## src/rtl/cam_axis_bridge.sv

```systemverilog
// Camera pixel stream to AXI4-Stream bridge: frame-aligned capture into a
// first-word-fall-through FIFO with overflow tracking and frame statistics.
module cam_axis_bridge #(
   parameter int IMG_WIDTH  = 640,
   parameter int IMG_HEIGHT = 480,
   parameter int DATA_WIDTH = 8,
   parameter int FIFO_DEPTH = 16
) (
   input  logic                          clk,
   input  logic                          rst,
   input  logic                          in_valid,
   input  logic [$clog2(IMG_WIDTH)-1:0]  hcount,
   input  logic [$clog2(IMG_HEIGHT)-1:0] vcount,
   input  logic [DATA_WIDTH-1:0]         din,
   output logic [DATA_WIDTH-1:0]         m_axis_tdata,
   output logic                          m_axis_tvalid,
   input  logic                          m_axis_tready,
   output logic                          m_axis_tuser,
   output logic                          m_axis_tlast,
   output logic                          overflow,
   input  logic                          clr_overflow,
   output logic [15:0]                   frame_count,
   output logic [15:0]                   drop_count,
   output logic [1:0]                    state_o
);

   localparam int HW = $clog2(IMG_WIDTH);
   localparam int VW = $clog2(IMG_HEIGHT);
   localparam int AW = $clog2(FIFO_DEPTH);
   localparam int EW = DATA_WIDTH + 2;

   // Debug encoding on state_o: 0 = WAIT_SOF, 1 = PASS, 2 = DROP.
   typedef enum logic [1:0] {
      WAIT_SOF = 2'd0,
      PASS     = 2'd1,
      DROP     = 2'd2
   } state_t;

   state_t          state_q, state_d;
   logic [AW:0]     wr_q, wr_d;
   logic [AW:0]     rd_q, rd_d;
   logic            ovf_q, ovf_d;
   logic [15:0]     frame_q, frame_d;
   logic [15:0]     drop_q, drop_d;
   logic [EW-1:0]   mem_q [FIFO_DEPTH];

   logic [AW:0]     level;
   logic            full, empty;
   logic            sof, eol, last_line;
   logic            push, pop, lose;
   logic [EW-1:0]   head;

   // AXI-Stream handshake: a beat transfers on a rising edge where tvalid and
   // tready are both high; while tvalid=1 and tready=0 the head entry is held.
   assign level     = wr_q - rd_q;
   assign full      = (level == (AW+1)'(FIFO_DEPTH));
   assign empty     = (wr_q == rd_q);
   assign sof       = (hcount == '0) && (vcount == '0);
   assign eol       = (hcount == HW'(IMG_WIDTH - 1));
   assign last_line = (vcount == VW'(IMG_HEIGHT - 1));
   assign pop       = !empty && m_axis_tready;
   assign head      = mem_q[rd_q[AW-1:0]];

   always_comb begin
      state_d = state_q;
      push    = 1'b0;
      lose    = 1'b0;
      case (state_q)
         PASS: begin
            if (in_valid) begin
               if (!full) begin
                  push = 1'b1;
               end else begin
                  lose    = 1'b1;
                  state_d = DROP;
               end
            end
         end
         default: begin
            // WAIT_SOF and DROP only re-synchronise on a start-of-frame pixel.
            if (in_valid && sof) begin
               if (!full) begin
                  push    = 1'b1;
                  state_d = PASS;
               end else begin
                  lose = 1'b1;
               end
            end
         end
      endcase
   end

   always_comb begin
      wr_d    = push ? wr_q + 1'b1 : wr_q;
      rd_d    = pop ? rd_q + 1'b1 : rd_q;
      frame_d = (push && eol && last_line) ? frame_q + 16'd1 : frame_q;
      drop_d  = lose ? drop_q + 16'd1 : drop_q;
      ovf_d   = ovf_q;
      if (lose) begin
         ovf_d = 1'b1;
      end else if (clr_overflow) begin
         ovf_d = 1'b0;
      end
   end

   always_ff @(posedge clk or posedge rst) begin
      if (rst) begin
         state_q <= WAIT_SOF;
         wr_q    <= '0;
         rd_q    <= '0;
         ovf_q   <= 1'b0;
         frame_q <= '0;
         drop_q  <= '0;
      end else begin
         state_q <= state_d;
         wr_q    <= wr_d;
         rd_q    <= rd_d;
         ovf_q   <= ovf_d;
         frame_q <= frame_d;
         drop_q  <= drop_d;
      end
   end

   always_ff @(posedge clk) begin
      if (push) begin
         mem_q[wr_q[AW-1:0]] <= {sof, eol, din};
      end
   end

   // Outputs are gated by empty so stale storage never leaks after reset.
   assign m_axis_tvalid = !empty;
   assign m_axis_tuser  = !empty && head[EW-1];
   assign m_axis_tlast  = !empty && head[EW-2];
   assign m_axis_tdata  = empty ? '0 : head[DATA_WIDTH-1:0];
   assign overflow      = ovf_q;
   assign frame_count   = frame_q;
   assign drop_count    = drop_q;
   assign state_o       = state_q;

endmodule

```

## config.mk

```make
export PLATFORM = sky130hd
export DESIGN_NAME = cam_axis_bridge
export DESIGN_NICKNAME = d
export VERILOG_FILES = /design/src/rtl/cam_axis_bridge.sv
export SDC_FILE = /design/constraint.sdc
export NUM_CORES = 1
export LEC_CHECK = 0
export BUFFER_PORTS_ARGS = -buffer_cell sky130_fd_sc_hd__buf_2
export CAP_MARGIN = 25
export CORE_UTILIZATION = 40
export DETAILED_ROUTE_END_ITERATION = 8
export PLACE_DENSITY = 0.56
export SYNTH_ARGS = -nofsm -noshare
export SYNTH_HDL_FRONTEND = slang
export SYNTH_SLANG_ARGS = --single-unit
```

## constraint.sdc

```tcl
create_clock -name clk -period 4.85 [get_ports clk]
set_input_delay 0.2425 -clock clk [delete_from_list [all_inputs] [get_ports clk]]
set_output_delay 0.2425 -clock clk [all_outputs]
set_load 0.02 [all_outputs]
```

## Word level (Yosys, flattened, before mapping)

Memory sizes are Yosys's and may differ from the RTL's.
Cells that the tools add are included.

| operators by class | value |
|---|---|
| reduce and logical (&&, ||, !) cells | 13 |
| eq/ne operators | 8 |
| multiplexer cells | 18 |
| $add $sub $neg | 5 |

Operators with widths:

| kind | number |
|---|---|
| adder 16 x 1 -> 16 bit, second input constant | 2 |
| 2-to-1 mux 1 bit | 12 |
| adder 5 x 1 -> 5 bit, second input constant | 2 |
| == test 10 bit, second input constant | 1 |
| logical NOT 10 bit | 1 |
| 2-to-1 mux 2 bit | 5 |
| == test 9 bit, second input constant | 1 |
| logical NOT 9 bit | 1 |
| 2-to-1 mux 8 bit | 1 |
| logical AND 1 bit | 7 |
| == test 5 bit | 1 |
| == test 5 bit, second input constant | 1 |
| subtractor 5 bit | 1 |
| != test 2 bit, second input constant | 2 |
| AND reduction 4 bit | 1 |
| nonzero test 2 bit | 2 |
| == test 2 x 1 -> 1 bit, second input constant | 1 |
| != test 2 x 1 -> 1 bit, second input constant | 1 |
| logical NOT 1 bit | 1 |

| storage, ports and cells | value |
|---|---|
| bits in registers | 45 |
| memories | 1 |
| input port bits | 32 |
| logic and storage cells | 51 |
| bits in writable memories | 160 |
| output and inout port bits | 46 |

Memory list:

| memory | words | width | rd ports | clocked after Yosys merged registers in | write ports | RTL line | RTL |
|---|---|---|---|---|---|---|---|
| mem_q | 16 | 10 | 1 | 0 | 1 | 45 | `logic [EW-1:0] mem_q [FIFO_DEPTH];` |

## Logic depth before layout (Yosys ltp)

| depth | value |
|---|---|
| word-level depth | 7 |
| mapped depth | 12 |
| gate-level depth less buffers | 8 |

## Least setup slack after synthesis

No wires, ideal clock.

| path | value |
|---|---|
| kind | flip-flop to flip-flop |
| start point | register rd_q[1] |
| end point | memory mem_q[0][0] in the netlist's numbering (enable) |
| library setup time | 0.390 ns |
| clock period less this slack | 3.569 ns |
| buffers on the path | 3 |
| cell stages (with the launch flop) | 12 |
| path slack | 1.281 ns |
| data required time | 4.460 ns |
| arrival time | 3.179 ns |
| path through | dfrtp_1 -> clkbuf_1 -> clkbuf_1 -> inv_1 -> ha_1 -> nor2b_1 -> o21a_1 -> o21a_1 -> o22ai_1 -> buf_2 -> nand3_1 -> nor3_1 |

| between the ends | value |
|---|---|
| cells in the longest elaborated chain, start to end | 7 |
| elaborated cells between the ends (all ways) | 8 |
| classes of those cells | add/sub: 1; eq/ne: 1; mux: 6 |

Ends and longest elaborated chain:

| item | RTL line | RTL |
|---|---|---|
| start, declared | 41 | `logic [AW:0] rd_q, rd_d;` |
| start signal, assigned | 117 | `rd_q <= rd_d;` |
| subtractor 5 bit * | 55 | `assign level = wr_q - rd_q;` |
| == test 5 bit * | 56 | `assign full = (level == (AW+1)'(FIFO_DEPTH));` |
| 2-to-1 mux 1 bit * | 71, 82 |  |
| 2-to-1 mux 1 bit, on equally long branches | 81, 70 |  |
| 2-to-1 mux 1 bit * | 68 | `case (state_q)` |
| 2-to-1 mux 1 bit * | 125 | `if (push) begin` |
| 2-to-1 mux 1 bit (implied by the code) * | 126 | `mem_q[wr_q[AW-1:0]] <= {sof, eol, din};` |
| end, declared | 45 |  |

Mark *: on every way between the ends. The rest lies on a longest branch, timed or not.

## Worst setup path after layout

| path | value |
|---|---|
| start point | register rd_q[2] |
| end point | memory mem_q[0][8] in the netlist's numbering (enable) |

Same word-level chain as after synthesis.

==> flow_summary.json <==
{
  "cts.clk_slew.worst_paths_ns": 0.06,
  "syn_to_final_growth_pct": 18.0,
  "cp_data_required_time_ns": 5.05,
  "vias": 4737,
  "io_pins": 78,
  "cts_tree": "done",
  "port_buffers": 77,
  "n_antenna_cell": 0,
  "rsz0062_at_grt": "false",
  "worstPathCellList": "inv_1 > ha_1 > xnor2_1 > a2111oi_1 > o22ai_1 > buf_4 > nand3_1 > nor3_2 > buf_4",
  "crit_path_end_kind": "flip-flop",
  "yosysWarnings": 0,
  "p_comb_share_pct": 32.0,
  "crit_slowest_cell": "dfrtp_1",
  "cts_max_level": 1,
  "multi_input_area_um2": 2580,
  "cpMostUsedCell": "buf_4",
  "layout_commonest_cell": "edfxtp_1",
  "wirelength_um": 18300,
  "cpPeakStageDelay_ns": 0.89,
  "clock-root-buffer": "clkbuf_16",
  "fin_nets": 639,
  "ant_nets": 0,
  "yosysSeqAreaShare_pct": 68.5,
  "crit_fanout": 16,
  "maxCapViolations": 0,
  "finalCritPeriodShare_pct": 71.7,
  "drc": 0,
  "die_h_um": 149,
  "gr-usage-all-layers_pct": 17.3,
  "fin_crit_ns": 3.48,
  "regArea_um2": 5930,
  "place_ws_ns": 1.44,
  "drt_iter0_markers": 305,
  "post_cts_buffers": 0,
  "peakVddDrop_mv": 0.280,
  "p_seq_share_pct": 39.4,
  "critPathTopFamily": "flip-flops",
  "swShare_pct": 32.0,
  "grt_start_max_net_pins": 46,
  "slew_viol_final": 0,
  "outcome": "finished, final reports clean",
  "syn_area_per_cell_um2": 17.6,
  "fp.dieW_um": 149,
  "clkSinkCount": 205,
  "setup_tns_ns": 0,
  "synth.distinct_cells": 41,
  "syn-num-nets": 536,
  "tightestPinTransition_ns": 1.01,
  "finalClockSkew_ns": 0.0110,
  "clk_latency_ns": 0.50,
  "start_util_pct": 41.0,
  "antenna_found_initial": 0,
  "cts_buffers": 22,
  "setup_ws_ns": 1.37,
  "grt_pass1_wl_um": 28600,
  "ctsHoldBuffers": 1,
  "hpwl_um": 11800,
  "max-clock-path-buffers": 3,
  "mostFrequentLayoutCells": "edfxtp_1, buf_2, mux4_2, dfrtp_1, xor2_1",
  "wire_per_inst_um": 20.6,
  "grt-ovfl-total": 0,
  "syn-cell-area_um2": 8660,
  "setup_viol_count_final": 0,
  "grt_pass1_vias": 4988,
  "rows": 53,
  "start_kind": "flip-flop",
  "ys_top_cells_by_area": "edfxtp_1, dfrtp_1, mux4_2, xor2_1, ha_1",
  "gp_congestion": 0.754,
  "crit_buf_inv": 3,
  "drt-vias-per-instance": 5.34,
  "power.density_nw_per_um2": 545,
  "drive_gt1_share_pct": 34.3,
  "post_cts_resize_count": 0,
  "crit_type": "flip-flop to flip-flop",
  "synthCells": 493,
  "cp.arrival_ns": 3.67,
  "synth_top_area_cell": "edfxtp_1",
  "hold_path_class": "input pin to flip-flop",
  "power_frac_clock_pct": 28.5,
  "fp.coreArea_um2": 21100,
  "ys_ff_latch": 205,
  "finalHoldViolations": 0,
  "switchingPower_mw": 1.78,
  "dieArea_um2": 22200,
  "first_pass_iters": 4,
  "ff2ff_setup_slack_ns": 1.37,
  "slew_headroom_pct": 32.1,
  "synth_top_area_share_pct": 55.5,
  "intPower_mw": 3.78,
  "p_leak_nw": 3.87,
  "fmax_mhz": 288,
  "fill_cells": 1799
}
-- logic make-up (layout without fill, tap and decap cells) --
logic type | Yosys count | after routing | synth area share (%)
AOI/OAI and AO/OA | 15 | 15 | 1.08
xor gates and xnor gates | 40 | 40 | 4.05
adders and majority gates | 11 | 11 | 1.59
buffers and inverters | 34 | 153 | 1.85
DFF | 205 | 205 | 68.5
muxes | 52 | 52 | 13.3
and+or+nand+nor | 136 | 136 | 9.64
-- sequential cells by signal, summed over array words and instances (netlist names) --
name,flops
frame_count,16
overflow,1
drop_count,16
mem_q,160
state_o,2
wr_q,5
rd_q,5
-- metrics by stage --
stage | cell area (µm²) | utilization (%) | hold slack, ns | total power [mW] | std cells
floorplan | 8660 | - | 0.341 | 3.49 | 493
global placement | 9450 | 44.8 | 0.447 | 3.97 | 842
detailed placement | 9470 | 44.9 | 0.446 | 4.03 | 844
CTS | 10200 | 48.3 | 0.00860 | 5.63 | 885
global route | 10200 | 48.4 | 0.122 | 5.84 | 887
finish | 10200 | 48.4 | 0.0844 | 5.56 | 887
-- path summary, 6_finish.rpt --
check,start,endpoint,depth (start not counted)
setup reg to reg,rd_q[2],mem_q[0][8],9
hold / removal,in_valid,state_o[0],3
max in group asynchronous,rst,rd_q[0],4
min in group asynchronous,rst,rd_q[4],3
hold reg to reg,drop_count[15],drop_count[15],1
setup / recovery,rd_q[2],mem_q[0][8],9
-- worst register-to-register path: cells and delay by family (launching register included) --
| kind | cells | cell delay [ns] |
|---|---|---|
| AO/OA/AOI/OAI | 2 | 0.27 |
| buffers and inverters | 3 | 0.64 |
| XOR/XNOR | 1 | 0.27 |
| AND/OR/NAND/NOR | 2 | 0.76 |
| flip-flops | 1 | 0.89 |
| adder cells (fa/ha/maj) | 1 | 0.36 |
-- power by group through the flow --
stage	clock network (mW)	registers [mW]	logic [mW]
finish	1.59	2.19	1.78
global route	1.68	2.21	1.94
CTS	1.62	2.19	1.82
detailed placement	0	2.23	1.81
global placement	0	2.22	1.76
floorplan	0	2.18	1.31
-- cell usage after synthesis --
cell type and instances:
nor3b_1 1, nor3_1 14, buf_6 3, buf_1 3, mux2_2 2, buf_2 8
o22a_1 1, nor2b_1 13, and2_4 1, a21oi_1 3, and4_1 1, o22ai_1 2
ha_1 11, or3_4 1, nor2_1 14, nand3b_1 1, and2_1 1, nand3_1 18
nor4_2 11, inv_1 9, or4_4 1, nand4_1 11, xor2_1 26, o21a_1 2
o21ai_0 5, nor4bb_1 1, nand2b_1 2, nand2_1 21, clkbuf_1 11, edfxtp_1 160
or4_1 2, o211ai_1 1, a2111oi_1 1, dfrtp_1 45, xnor2_1 14, nor4b_2 1
nor4_1 6, nand4b_1 2, mux4_2 50, and3_1 11, nor4b_1 2
-- cell type report --
class                           instances  area share [%]
Clock buffer                           24            5.67
Sequential cell                       205            58.1
Tap cell                              275            3.37
Timing Repair Buffer                  104            6.04
Inverter                                9           0.331
Multi-Input combinational cell        254            25.3
Clock inverter                         16            1.16
-- metal layers --
| layer | wire, µm | vias to the layer above | part of all wire [%] | track usage (%) |
|---|---|---|---|---|
| li1 | - | 2145 | - | - |
| met1 | 7740 | 2439 | 42 | 23.0 |
| met2 | 9290 | 123 | 51 | 29.7 |
| met3 | 883 | 30 | 4.8 | 2.35 |
| met4 | 393 | 0 | 2.1 | 4.64 |
| met5 | 0 | - | 0 | 0 |
Power figures use the tool's default switching activity.
